### src/rtl/dmem_port_pkg.sv
// Shared types and widths for the data-memory port: request encoding,
// address/data widths and the load-response pipeline entry.
package dmem_port_pkg;

    localparam int ADDR_W    = 16;
    localparam int DATA_W    = 16;
    // Pipeline tags are carried at this width; the top narrows to its TAG_W.
    localparam int TAG_MAX_W = 8;

    typedef enum logic {
        MEM_RD = 1'b0,
        MEM_WR = 1'b1
    } mem_op_e;

    typedef struct packed {
        logic                 valid;
        logic                 fwd;
        logic [TAG_MAX_W-1:0] tag;
        logic [DATA_W-1:0]    fwd_data;
    } resp_entry_t;

endpackage

### src/rtl/dmem_wq.sv
// Committed-store write queue: circular FIFO, youngest-match forwarding CAM,
// occupancy count, stall threshold and sticky overflow flag.
module dmem_wq
    import dmem_port_pkg::*;
#(
    parameter int DEPTH = 4
) (
    input  logic                        clk,
    input  logic                        rst_n,
    input  logic                        commit_valid,
    input  logic [ADDR_W-1:0]           commit_location,
    input  logic [DATA_W-1:0]           commit_data,
    input  logic                        deq,
    input  logic [ADDR_W-1:0]           ld_addr,
    output logic [ADDR_W-1:0]           head_addr,
    output logic [DATA_W-1:0]           head_data,
    output logic [$clog2(DEPTH):0]      count,
    output logic                        empty,
    output logic                        wq_stall,
    output logic                        wq_overflow,
    output logic                        fwd_hit,
    output logic [DATA_W-1:0]           fwd_data
);

    localparam int PTR_W = $clog2(DEPTH);
    localparam int CNT_W = PTR_W + 1;

    logic [ADDR_W-1:0] addr_q [DEPTH];
    logic [DATA_W-1:0] data_q [DEPTH];
    logic [PTR_W-1:0]  head_q;
    logic [PTR_W-1:0]  tail_q;
    logic [CNT_W-1:0]  count_q;
    logic              overflow_q;
    logic              full;
    logic              enq;

    assign full = (count_q == CNT_W'(DEPTH));
    // A same-cycle dequeue frees the slot the commit needs.
    assign enq  = commit_valid && (!full || deq);

    always_ff @(posedge clk) begin
        if (!rst_n) begin
            head_q     <= '0;
            tail_q     <= '0;
            count_q    <= '0;
            overflow_q <= 1'b0;
        end else begin
            if (enq) begin
                addr_q[tail_q] <= commit_location;
                data_q[tail_q] <= commit_data;
                tail_q         <= tail_q + PTR_W'(1);
            end
            if (deq) begin
                head_q <= head_q + PTR_W'(1);
            end
            case ({enq, deq})
                2'b10:   count_q <= count_q + CNT_W'(1);
                2'b01:   count_q <= count_q - CNT_W'(1);
                default: count_q <= count_q;
            endcase
            if (commit_valid && full && !deq) begin
                overflow_q <= 1'b1;
            end
        end
    end

    // Scan oldest to youngest so the last match wins; the incoming commit is youngest of all.
    always_comb begin
        fwd_hit  = 1'b0;
        fwd_data = '0;
        for (int k = 0; k < DEPTH; k++) begin
            if ((CNT_W'(k) < count_q) && (addr_q[head_q + PTR_W'(k)] == ld_addr)) begin
                fwd_hit  = 1'b1;
                fwd_data = data_q[head_q + PTR_W'(k)];
            end
        end
        if (commit_valid && (commit_location == ld_addr)) begin
            fwd_hit  = 1'b1;
            fwd_data = commit_data;
        end
    end

    assign head_addr   = addr_q[head_q];
    assign head_data   = data_q[head_q];
    assign count       = count_q;
    assign empty       = (count_q == '0);
    assign wq_stall    = (count_q >= CNT_W'(DEPTH - 2));
    assign wq_overflow = overflow_q;

endmodule

### src/rtl/dmem_port.sv
// Data-memory port: arbitrates queued stores and loads onto one memory port,
// forwards loads from the write queue and returns responses in order at MEM_LAT.
module dmem_port
    import dmem_port_pkg::*;
#(
    parameter int WQ_DEPTH = 4,
    parameter int MEM_LAT  = 2,
    parameter int TAG_W    = 4
) (
    input  logic              clk,
    input  logic              rst_n,
    input  logic              flush,
    input  logic              commit_valid,
    input  logic [ADDR_W-1:0] commit_location,
    input  logic [DATA_W-1:0] commit_data,
    output logic              wq_stall,
    output logic              wq_overflow,
    input  logic              ld_req_valid,
    input  logic [ADDR_W-1:0] ld_addr,
    input  logic [TAG_W-1:0]  ld_tag,
    output logic              ld_req_ready,
    output logic              ld_resp_valid,
    output logic [DATA_W-1:0] ld_resp_data,
    output logic [TAG_W-1:0]  ld_resp_tag,
    output logic              mem_req_valid,
    output logic              mem_we,
    output logic [ADDR_W-1:0] mem_addr,
    output logic [DATA_W-1:0] mem_wdata,
    input  logic              mem_req_ready,
    input  logic [DATA_W-1:0] mem_rdata
);

    localparam int CNT_W = $clog2(WQ_DEPTH) + 1;
    localparam logic [CNT_W-1:0] HI_WM = CNT_W'(WQ_DEPTH - 1);

    logic [ADDR_W-1:0] head_addr;
    logic [DATA_W-1:0] head_data;
    logic [CNT_W-1:0]  wq_count;
    logic              wq_empty;
    logic              fwd_hit;
    logic [DATA_W-1:0] fwd_data;
    logic              store_sel;
    logic              load_sel;
    logic              deq;
    logic              ld_acc;
    resp_entry_t       new_entry;
    resp_entry_t       pipe_q [MEM_LAT];
    resp_entry_t       pipe_out;

    dmem_wq #(
        .DEPTH (WQ_DEPTH)
    ) u_wq (
        .clk             (clk),
        .rst_n           (rst_n),
        .commit_valid    (commit_valid),
        .commit_location (commit_location),
        .commit_data     (commit_data),
        .deq             (deq),
        .ld_addr         (ld_addr),
        .head_addr       (head_addr),
        .head_data       (head_data),
        .count           (wq_count),
        .empty           (wq_empty),
        .wq_stall        (wq_stall),
        .wq_overflow     (wq_overflow),
        .fwd_hit         (fwd_hit),
        .fwd_data        (fwd_data)
    );

    // A forward hit never needs the memory port, so it cannot block a store.
    always_comb begin
        load_sel      = ld_req_valid && !flush && !fwd_hit;
        store_sel     = !wq_empty && ((wq_count >= HI_WM) || !load_sel);
        load_sel      = load_sel && !store_sel;
        mem_req_valid = store_sel || load_sel;
        mem_we        = store_sel ? MEM_WR : MEM_RD;
        mem_addr      = store_sel ? head_addr : (load_sel ? ld_addr : '0);
        mem_wdata     = store_sel ? head_data : '0;
        deq           = store_sel && mem_req_ready;
        ld_req_ready  = !flush && (fwd_hit || (!store_sel && mem_req_ready));
    end

    assign ld_acc = ld_req_valid && ld_req_ready;

    always_comb begin
        new_entry          = '0;
        new_entry.valid    = ld_acc;
        new_entry.fwd      = fwd_hit;
        new_entry.tag      = TAG_MAX_W'(ld_tag);
        new_entry.fwd_data = fwd_hit ? fwd_data : '0;
    end

    always_ff @(posedge clk) begin
        if (!rst_n) begin
            for (int i = 0; i < MEM_LAT; i++) begin
                pipe_q[i] <= '0;
            end
        end else begin
            pipe_q[0] <= new_entry;
            for (int i = 1; i < MEM_LAT; i++) begin
                pipe_q[i] <= pipe_q[i-1];
            end
            if (flush) begin
                for (int i = 0; i < MEM_LAT; i++) begin
                    pipe_q[i].valid <= 1'b0;
                end
            end
        end
    end

    // Reads already in flight still return; flush only hides their data.
    assign pipe_out      = pipe_q[MEM_LAT-1];
    assign ld_resp_valid = pipe_out.valid && !flush;
    assign ld_resp_data  = ld_resp_valid ? (pipe_out.fwd ? pipe_out.fwd_data : mem_rdata) : '0;
    assign ld_resp_tag   = ld_resp_valid ? TAG_W'(pipe_out.tag) : '0;

endmodule

### config.mk
export PLATFORM = sky130hd
export DESIGN_NAME = dmem_port
export DESIGN_NICKNAME = d
export VERILOG_FILES = /design/src/rtl/dmem_port_pkg.sv /design/src/rtl/dmem_wq.sv /design/src/rtl/dmem_port.sv
export SDC_FILE = /design/constraint.sdc
export NUM_CORES = 1
export LEC_CHECK = 0
export CAP_MARGIN = 40
export CORE_MARGIN = 2
export CORE_UTILIZATION = 53
export CTS_CLUSTER_DIAMETER = 50
export DETAILED_ROUTE_END_ITERATION = 8
export PLACE_DENSITY = 0.77
export REMOVE_ABC_BUFFERS = 1
export SLEW_MARGIN = 10
export SYNTH_ARGS = -nofsm -noshare
export SYNTH_HDL_FRONTEND = slang
export SYNTH_SLANG_ARGS = --single-unit
### constraint.sdc
create_clock -name clk -period 7.5 [get_ports clk]
set_input_delay 1.5 -clock clk [delete_from_list [all_inputs] [get_ports clk]]
set_output_delay 1.5 -clock clk [all_outputs]
set_load 0.005 [all_outputs]
==> flow_results.org, run 1 <==
** GRT
- Remaining global-route overflow :: 0
- Entering global routing, the biggest net connects 81 pins.
- Antenna violations before repair :: 1
- Across every metal layer, demand over resource in global routing totals 28.31%.
- The number of global-route vias before repair was 8,317.
- The first global-routing pass estimated 48.49 mm of wire.

** Synthesis
- Yosys mapped the design onto 63 distinct sky130hd cell types.
- The cell count after synthesis came out at around 940.
- In the synthesized netlist the async set-or-reset flop fraction comes to 0%.
- For this run, the number of Yosys warnings is 0.
- Summing every instance area after synthesis gives 11,570 um2.
- Yosys mapped a number of flops with a built-in enable equal to about 130.
- In the synthesized netlist the dominant register cell turns out to be edfxtp_1.
- Sequential elements use a little over two fifths of the synthesized area.
- A synthesized cell averages approximately 12 um2.
- Number of storage elements in the synthesis netlist :: between 150 and 200

** STA
- The worst path uses about nine tenths of the clock period.
- Worst clock skew on the final layout :: around 0.015 ns
- Number of max-slew violations in the final report :: 0
- Setup repair after global routing missed its margin :: no
- Maximum frequency from static timing analysis :: approximately 150 MHz
- Measured against its own limit, the worst slew margin works out to a little under two fifths.
- Final period demand of the worst path :: approximately 6.6 ns
- After routing, the total negative slack on setup checks comes to 0 ns.
- Number of failing setup endpoints in the final timing report :: 0
- Hold Fails Final Rpt :: 0
- At the pin with the least slew margin, the transition time is between 0.9 and 1 ns.

** Drt
- The first routing iteration left roughly 960 violations.
- Dividing the detail-routed via count by the number of cells gives around 6.6.
- Overall via count from detail_route :: between 8,000 and 9,000
- First-pass DRT Iterations :: 6
- After detailed routing, the number of remaining DRC violations is 0.
- Number of antenna-violating nets in the routed design :: 0
- Routed wirelength normalized by instance count :: 23.82 um
- Detailed Route WL :: ~32 mm

** Place
- Placer's final routability congestion estimate :: just over 0.9
- Once detailed placement completed, the half-perimeter wirelength came to 20.83 mm.
- Port buffering added around 130 buffers.
- Summing all placed instances gives a cell area of between 10,000 and 15,000 um2.

** Cells and area
- Of the cells placed in the final design, the portion with a size suffix greater than 1 is 18.95%.
- Net count of the finished layout :: between 1,000 and 1,500
- The library cells used most frequently in the layout, excluding fill and tap cells, are clkdlybuf4s50_1 (131), edfxtp_1 (128), mux4_2 (82).
- Synthesis-to-layout area growth :: 18.02%
- The finished cells cover 13,660 um2.
- The library cell used most frequently in the layout, excluding fill and tap cells, is clkdlybuf4s50_1.

** Setup path
- Crit path max-delay cell type :: clkdlybuf4s50_1
- On the worst path, the slowest cell contributes a delay of about 0.64 ns.
- Critical Path Source Type :: primary input
- STA classifies the critical path endpoint as an output port.
- Traced cell by cell, the critical path runs through clkdlybuf4s50_1 > xor2_1 > nor4_1 > nand2_1 > nor4_2 > nor2_1 > a21o_1 > inv_2 > and2_1 > clkdlybuf4s50_1.
- By startpoint and endpoint, the worst setup path is classified as in2out.
- For the worst setup path, the data arrival time is 5.12 ns.
- On the critical path the largest part of the delay comes from simple AND/OR/NAND/NOR gates.
- Of all nets on the critical path, the largest fanout is 17.
- At the worst endpoint, the required time is around 6.0 ns.
- Most common cell type on the critical path :: clkdlybuf4s50_1
- Buffers plus inverters on the worst setup path :: 3

** Clocking
- Cells resized by post-CTS repair :: 0
- Clock Tree Root :: clkbuf_16
- In this run the deepest clock path goes through 2 buffers.
- Number of clock buffers inserted by TritonCTS :: 17
- After clock tree synthesis, the clock-pin slew on the worst setup and hold paths is 0.07 ns.
- Hold repair after CTS inserted 0 buffers.
- TritonCTS clock tree :: built
- Clock latency of the later-clocked register in the worst-skew pair :: approximately 0.44 ns
- For this design, the sink count on the clock tree is roughly 180.
- The H-tree was split into 4 levels.
- Post-CTS setup-driven buffer insertion count :: 0

** Floorplan
- During I/O placement, the number of pins put on the boundary was between 100 and 150.
- The floorplan step defined a core boundary enclosing around 22,000 um2.
- The die is about 150 um wide.
- The initial utilization of the core area, before any placement, comes to between 50% and 60%.
- The die is ~150 um tall.
- Die area :: ~23,000 um2
- Placement Rows :: 54

** Power and ir drop
- Leak pwr :: between 4 and 5 nW
- Maximum VDD drop :: slightly above 200 uV
- For this design the ratio of total power to cell area is between 200 and 300 nW/um2.

** Worst hold path
- The tightest min-delay check is of the reg2reg type.

** Outcome
- The flow ran to the end, and the final reports show no timing, DRC or antenna violations.

** Job
- MaxCap Viol Count :: 0
[final timing paths]
| kind | endpoint | depth (start not counted) | startpoint | slack, ns |
|---|---|---|---|---|
| hold / removal | pipe_q[0][51] | 2 | pipe_q[0][25] | 0.43 |
| hold reg to reg | pipe_q[0][51] | 2 | pipe_q[0][25] | 0.43 |
| setup reg to reg | pipe_q[0][11] | 9 | u_wq.head_q[0] | 2.83 |
| setup / recovery | mem_wdata[6] | 10 | ld_addr[12] | 0.88 |
[registers in the layout (all words and copies together), names as in the netlist, named ones only]
name,count
pipe_q,44
u_wq.count,3
u_wq.head_q,2
u_wq.wq_overflow,1
u_wq.data_q,64
u_wq.addr_q,64
u_wq.tail_q,2
[routing by layer]
layer	GRT usage [%]	vias to the layer above	part of all wire (%)
li1	-	3840	-
met1	39.28	4278	41
met2	44.26	507	47
met3	6.647	65	9.3
met4	9.352	0	2.3
met5	0	-	0
[report_power, final]
group | switching, mW | internal (mW)
sequential | 0.104 | 1.12
combinational | 0.663 | 0.732
clock | 0.424 | 0.503
[through the flow]
step	total power [mW]	hold WS, ns	util (%)	instances	setup WS [ns]
6_report	3.546	0.4296	63.17	1326	0.8755
3_3_place_gp	2.594	0.4142	60.14	1290	1.023
5_1_grt	3.698	0.4476	63.16	1325	0.7441
3_5_place_dp	2.615	0.4193	60.31	1293	1.095
4_1_cts	3.538	0.4338	63.16	1325	0.9956
2_1_floorplan	2.141	0.4020	-	854	-1.415
[kinds of logic (layout without fill, tap and decap cells)]
family                     after synthesis  in the layout  share of synthesized area (%)
AOI/OAI and AO/OA                      173            173                          11.90
xor gates and xnor gates                77             77                          5.828
adders and majority gates               10             10                          1.081
buffers and inverters                  120            221                          4.919
DFF                                    182            182                          42.56
muxes                                  170            170                          23.94
other                                    0              1                              0
and+or+nand+nor                        212            212                          9.774
[layout make-up]
cell class,count,area (um2)
tap,280,350.3
antenna,1,2.502
multi-input combinational,642,6106
sequential,182,4935
inverter,30,112.6
clock buffer,19,464.2
timing repair buffer,159,1536
fill,1623,7963
clock inverter,13,151.4
[cell usage after synthesis (all sizes together), types with 5 or more instances]
cell type / n / area share (%)
a211oi: 20 / 1.3
mux4: 83 / 16
nor4: 8 / 0.82
and2: 47 / 2.5
nand2b: 5 / 0.27
a311oi: 16 / 1.2
a21oi: 26 / 1.1
nand4: 8 / 0.43
xnor2: 50 / 3.8
o21a: 16 / 1.0
a31o: 17 / 1.3
nand2: 45 / 1.5
o31ai: 17 / 1.1
edfxtp: 128 / 33
o21ai: 6 / 0.26
nor3: 21 / 0.91
clkbuf: 49 / 1.6
xor2: 27 / 2.0
dfxtp: 54 / 9.3
ha: 10 / 1.1
inv: 30 / 0.97
nor2b: 19 / 1.0
nor2: 43 / 1.4
o2111ai: 33 / 2.5
mux2: 21 / 2.0
mux2i: 66 / 5.7
buf: 41 / 2.4
[worst reg2reg max path, cell delays in order, from the launching register on]
cell and delay, ns:
dfxtp_4 0.81, buf_4 0.51, mux4_2 0.57, xor2_1 0.16
nor4_1 0.48, nand2_1 0.21, buf_4 0.27, or2_1 0.56
a41oi_4 0.77, o21a_1 0.25
(Power assumes the default switching activity.)
==> run 2: changes to the inputs <==
--- a/config.mk
+++ b/config.mk
@@ -6,11 +6,10 @@
 export NUM_CORES = 1
 export LEC_CHECK = 0
 export CAP_MARGIN = 40
-export CORE_MARGIN = 2
-export CORE_UTILIZATION = 53
+export CORE_UTILIZATION = 30
 export CTS_CLUSTER_DIAMETER = 50
 export DETAILED_ROUTE_END_ITERATION = 8
-export PLACE_DENSITY = 0.77
+export PLACE_DENSITY = 0.49
 export REMOVE_ABC_BUFFERS = 1
 export SLEW_MARGIN = 10
 export SYNTH_ARGS = -nofsm -noshare
==> run 2 against run 1 <==
  * Critical path type unchanged
  * Clock skew fell by 0.0023 ns
  * Wire length rose by 12%
  * Critical path depth did not move
  * Register-to-register slack improved by 0.64 ns
  * Cell area rose by 2.7%
  * Worst hold slack got worse by 0.0040 ns
  * Largest cell class unchanged
  * Global-route usage fell by 10 points
  * Via count fell by 4.2%
  * Sequential cell count did not move
  * Die area rose by 71%
  * Total power fell by 0.52%
  * Highest routed layer is now met5
  * Cell count rose by 18%
==> flow_results.org, run 2 (synthesis results as in run 1) <==
** Outcome
- Status :: completed

** Worst hold path
- The worst hold path begins at pipe_q[0][25].
- Class of the worst hold path :: reg2reg
- The worst hold path passes through 2 cells.
- Worst Hold Path EP :: pipe_q[0][51]

** Clocking
- TritonCTS built the clock tree.
- The number of gates resized after CTS was 0.
- The number of hold buffers added after CTS was 0.
- Clock Tree Root :: clkbuf_16
- Post-CTS setup-driven buffer insertion count :: 0
- Bufs on Longest Clock Path :: 2
- H-tree depth :: 4
- After clock tree synthesis, the clock-pin slew on the worst setup and hold paths is roughly 0.070 ns.
- At the later pin of the worst-skew pair, clock insertion delay measures 0.45 ns.
- Number of clock buffers inserted by TritonCTS :: 17
- CTS saw about 180 sinks.

** Floorplan
- In this run the core area contains 71 standard-cell rows.
- Core footprint :: ~38,000 um2
- 132 I/O pins were placed.
- Starting density of the core :: a little under a third
- Die Height :: 198.4 um
- Die area :: just under 40,000 um2
- Die X-Extent :: 198.4 um

** Setup path
- Across all register-to-register paths, the minimum setup slack is approximately 3.5 ns.
- Counting cells, the worst reg-to-reg path comes to 9.
- FF-to-FF Start :: u_wq.head_q[0]
- The worst setup path is captured at an output port.
- The endpoint identified for the worst register-to-register timing path is pipe_q[0][14].
- Kind of critical path :: in2out
- Critical path data required time :: roughly 6.0 ns
- The worst setup path is launched from a primary input.
- For the worst setup path, the data arrival time is around 5.2 ns.
- Along the worst path, the maximum fanout reaches 17.

** GRT
- Total global-route track usage :: 18.32%
- Via count of the first global-routing pass :: approximately 8,200
- Global routing finished with a remaining overflow of 0.
- Antenna violations before repair :: 3
- First-pass GRT wire length :: roughly 53 mm
- Entering global routing, the biggest net connects 52 pins.

** Power and ir drop
- Post-layout power :: 3.527 mW
- Maximum VDD drop :: 145.3 uV
- Leak pwr :: approximately 4.4 nW
- For this design the ratio of total power to cell area is roughly 250 nW/um2.

** Cells and area
- After filler insertion, the fill cell instance count of the layout stands at 3,727.
- Fraction of layout cells with a size suffix above 1 :: between 15 and 20%
- The largest registers in the layout are u_wq.addr_q: 64 flops, u_wq.data_q: 64 flops, pipe_q: 44 flops.
- Area occupied by multi-input gates :: ~6000 um2
- Net count of the finished layout :: 1,122
- Most frequent cells in the layout :: clkdlybuf4s50_1 (131), edfxtp_1 (128), mux4_2 (82)
- Commonest non-fill, non-tap cell in the layout :: clkdlybuf4s50_1
- Measured on the finished design, the core utilization comes to roughly 37%.
- Synthesis-to-layout area growth :: 21.18%
- The sequential cells in the finished layout cover a total of roughly 5000 um2.

** Drt
- Iteration-0 DRC count of the detailed router :: between 700 and 800
- Overall via count from detail_route :: between 8,000 and 9,000
- Number of antenna-violating nets in the routed design :: 0
- Detailed Route WL :: ~35 mm
- After detailed routing, the average wire length per cell comes to 22.56 um.
- Dividing the detail-routed via count by the number of cells gives 5.324.
- For this run, design rule violations remaining after detail routing come to 0.
- First-pass DRT Iterations :: 5

** STA
- The clock arrives with between 0.01 and 0.015 ns of skew.
- Final worst setup slack :: slightly above 0.8 ns
- Timing would allow up to roughly 150 MHz.
- Actual transition at the worst max-transition pin :: 0.8404 ns
- Final period demand of the worst path :: 6.685 ns
- After layout, the worst path uses around 90% of the clock period.
- Max-Slew Margin vs Limit :: 43.98%
- The number of hold violations in the final report came to 0.
- Number of max-slew violations in the final report :: 0
- Setup repair after global routing left no endpoint under its margin.
- Number of failing setup endpoints in the final timing report :: 0

** Place
- Placer's final routability congestion estimate :: 0.8374
- At the placement stage, the worst setup path has a slack of 0.7783 ns.
- HPWL Detailed :: around 24 mm
- In this run the tool buffered the top-level ports with ~130 buffer cells.

** Job
- The tool flagged a number of max-cap violations equal to 0.
==> run 2: cell types whose count changed in the layout (fill, tap and decap cells not counted), sizes merged <==
cell and change:
clkbuf +9, clkinvlp -1, clkinv -1, buf +6, bufinv -1, inv -6
==> run 2: through the flow <==
stage | hold WS (ns) | cell area (um2) | std cells | TNS, ns
6_report | 0.4255 | 14020 | 1563 | 0
4_1_cts | 0.4297 | 14020 | 1562 | 0
5_1_grt | 0.4509 | 14020 | 1563 | 0
2_1_floorplan | 0.4020 | 11120 | 854 | -32.03
3_5_place_dp | 0.4169 | 13430 | 1530 | 0
3_3_place_gp | 0.4149 | 13330 | 1525 | 0
==> run 2: how the worst max path moves through the flow <==
stage	slack, ns	cells after the start	end	start
after floorplan	-1.42	7	mem_addr[0]	u_wq.head_q[0]
after global placement	0.77	10	mem_wdata[13]	ld_addr[12]
after detailed placement	0.78	10	mem_wdata[15]	ld_addr[12]
after CTS	0.77	10	mem_wdata[11]	ld_addr[12]
after global routing	0.54	10	mem_wdata[13]	ld_addr[6]
final	0.81	10	mem_wdata[11]	ld_addr[12]
==> run 2: area by class of cell <==
class                   count  share of cell area [%]
diodes                      1                 0.01784
flip-flops and latches    182                   35.21
clock buffers              28                   4.006
multi-input cells         642                   43.58
inverters                  30                  0.8030
repair buffers            165                   11.63
well taps                 511                   4.559
clock inverters             4                  0.2052
==> run 2: power by group <==
group / switching, mW / total (mW) / internal [mW]
registers: 0.126 / 1.25 / 1.12
logic: 0.648 / 1.38 / 0.732
clock network: 0.386 / 0.900 / 0.514
==> run 2: worst max-delay path: stages <==
cell             delay [ns]
clkdlybuf4s50_1        0.67
xor2_1                 0.29
nor4_1                 0.49
nand2_1                0.18
nor4_2                 0.38
nor2_1                 0.09
a21o_1                 0.42
inv_2                  0.43
and2_1                 0.21
clkdlybuf4s50_1        0.51
==> run 2: layer usage <==
metal	wire [um]	global-route usage (%)	up-vias	part of all wire, %
met2	16660	29.45	245	47
met3	1824	3.120	47	5.2
met4	897	6.718	2	2.5
li1	-	-	3832	-
met1	15870	24.70	4196	45
met5	12	0	-	0.034
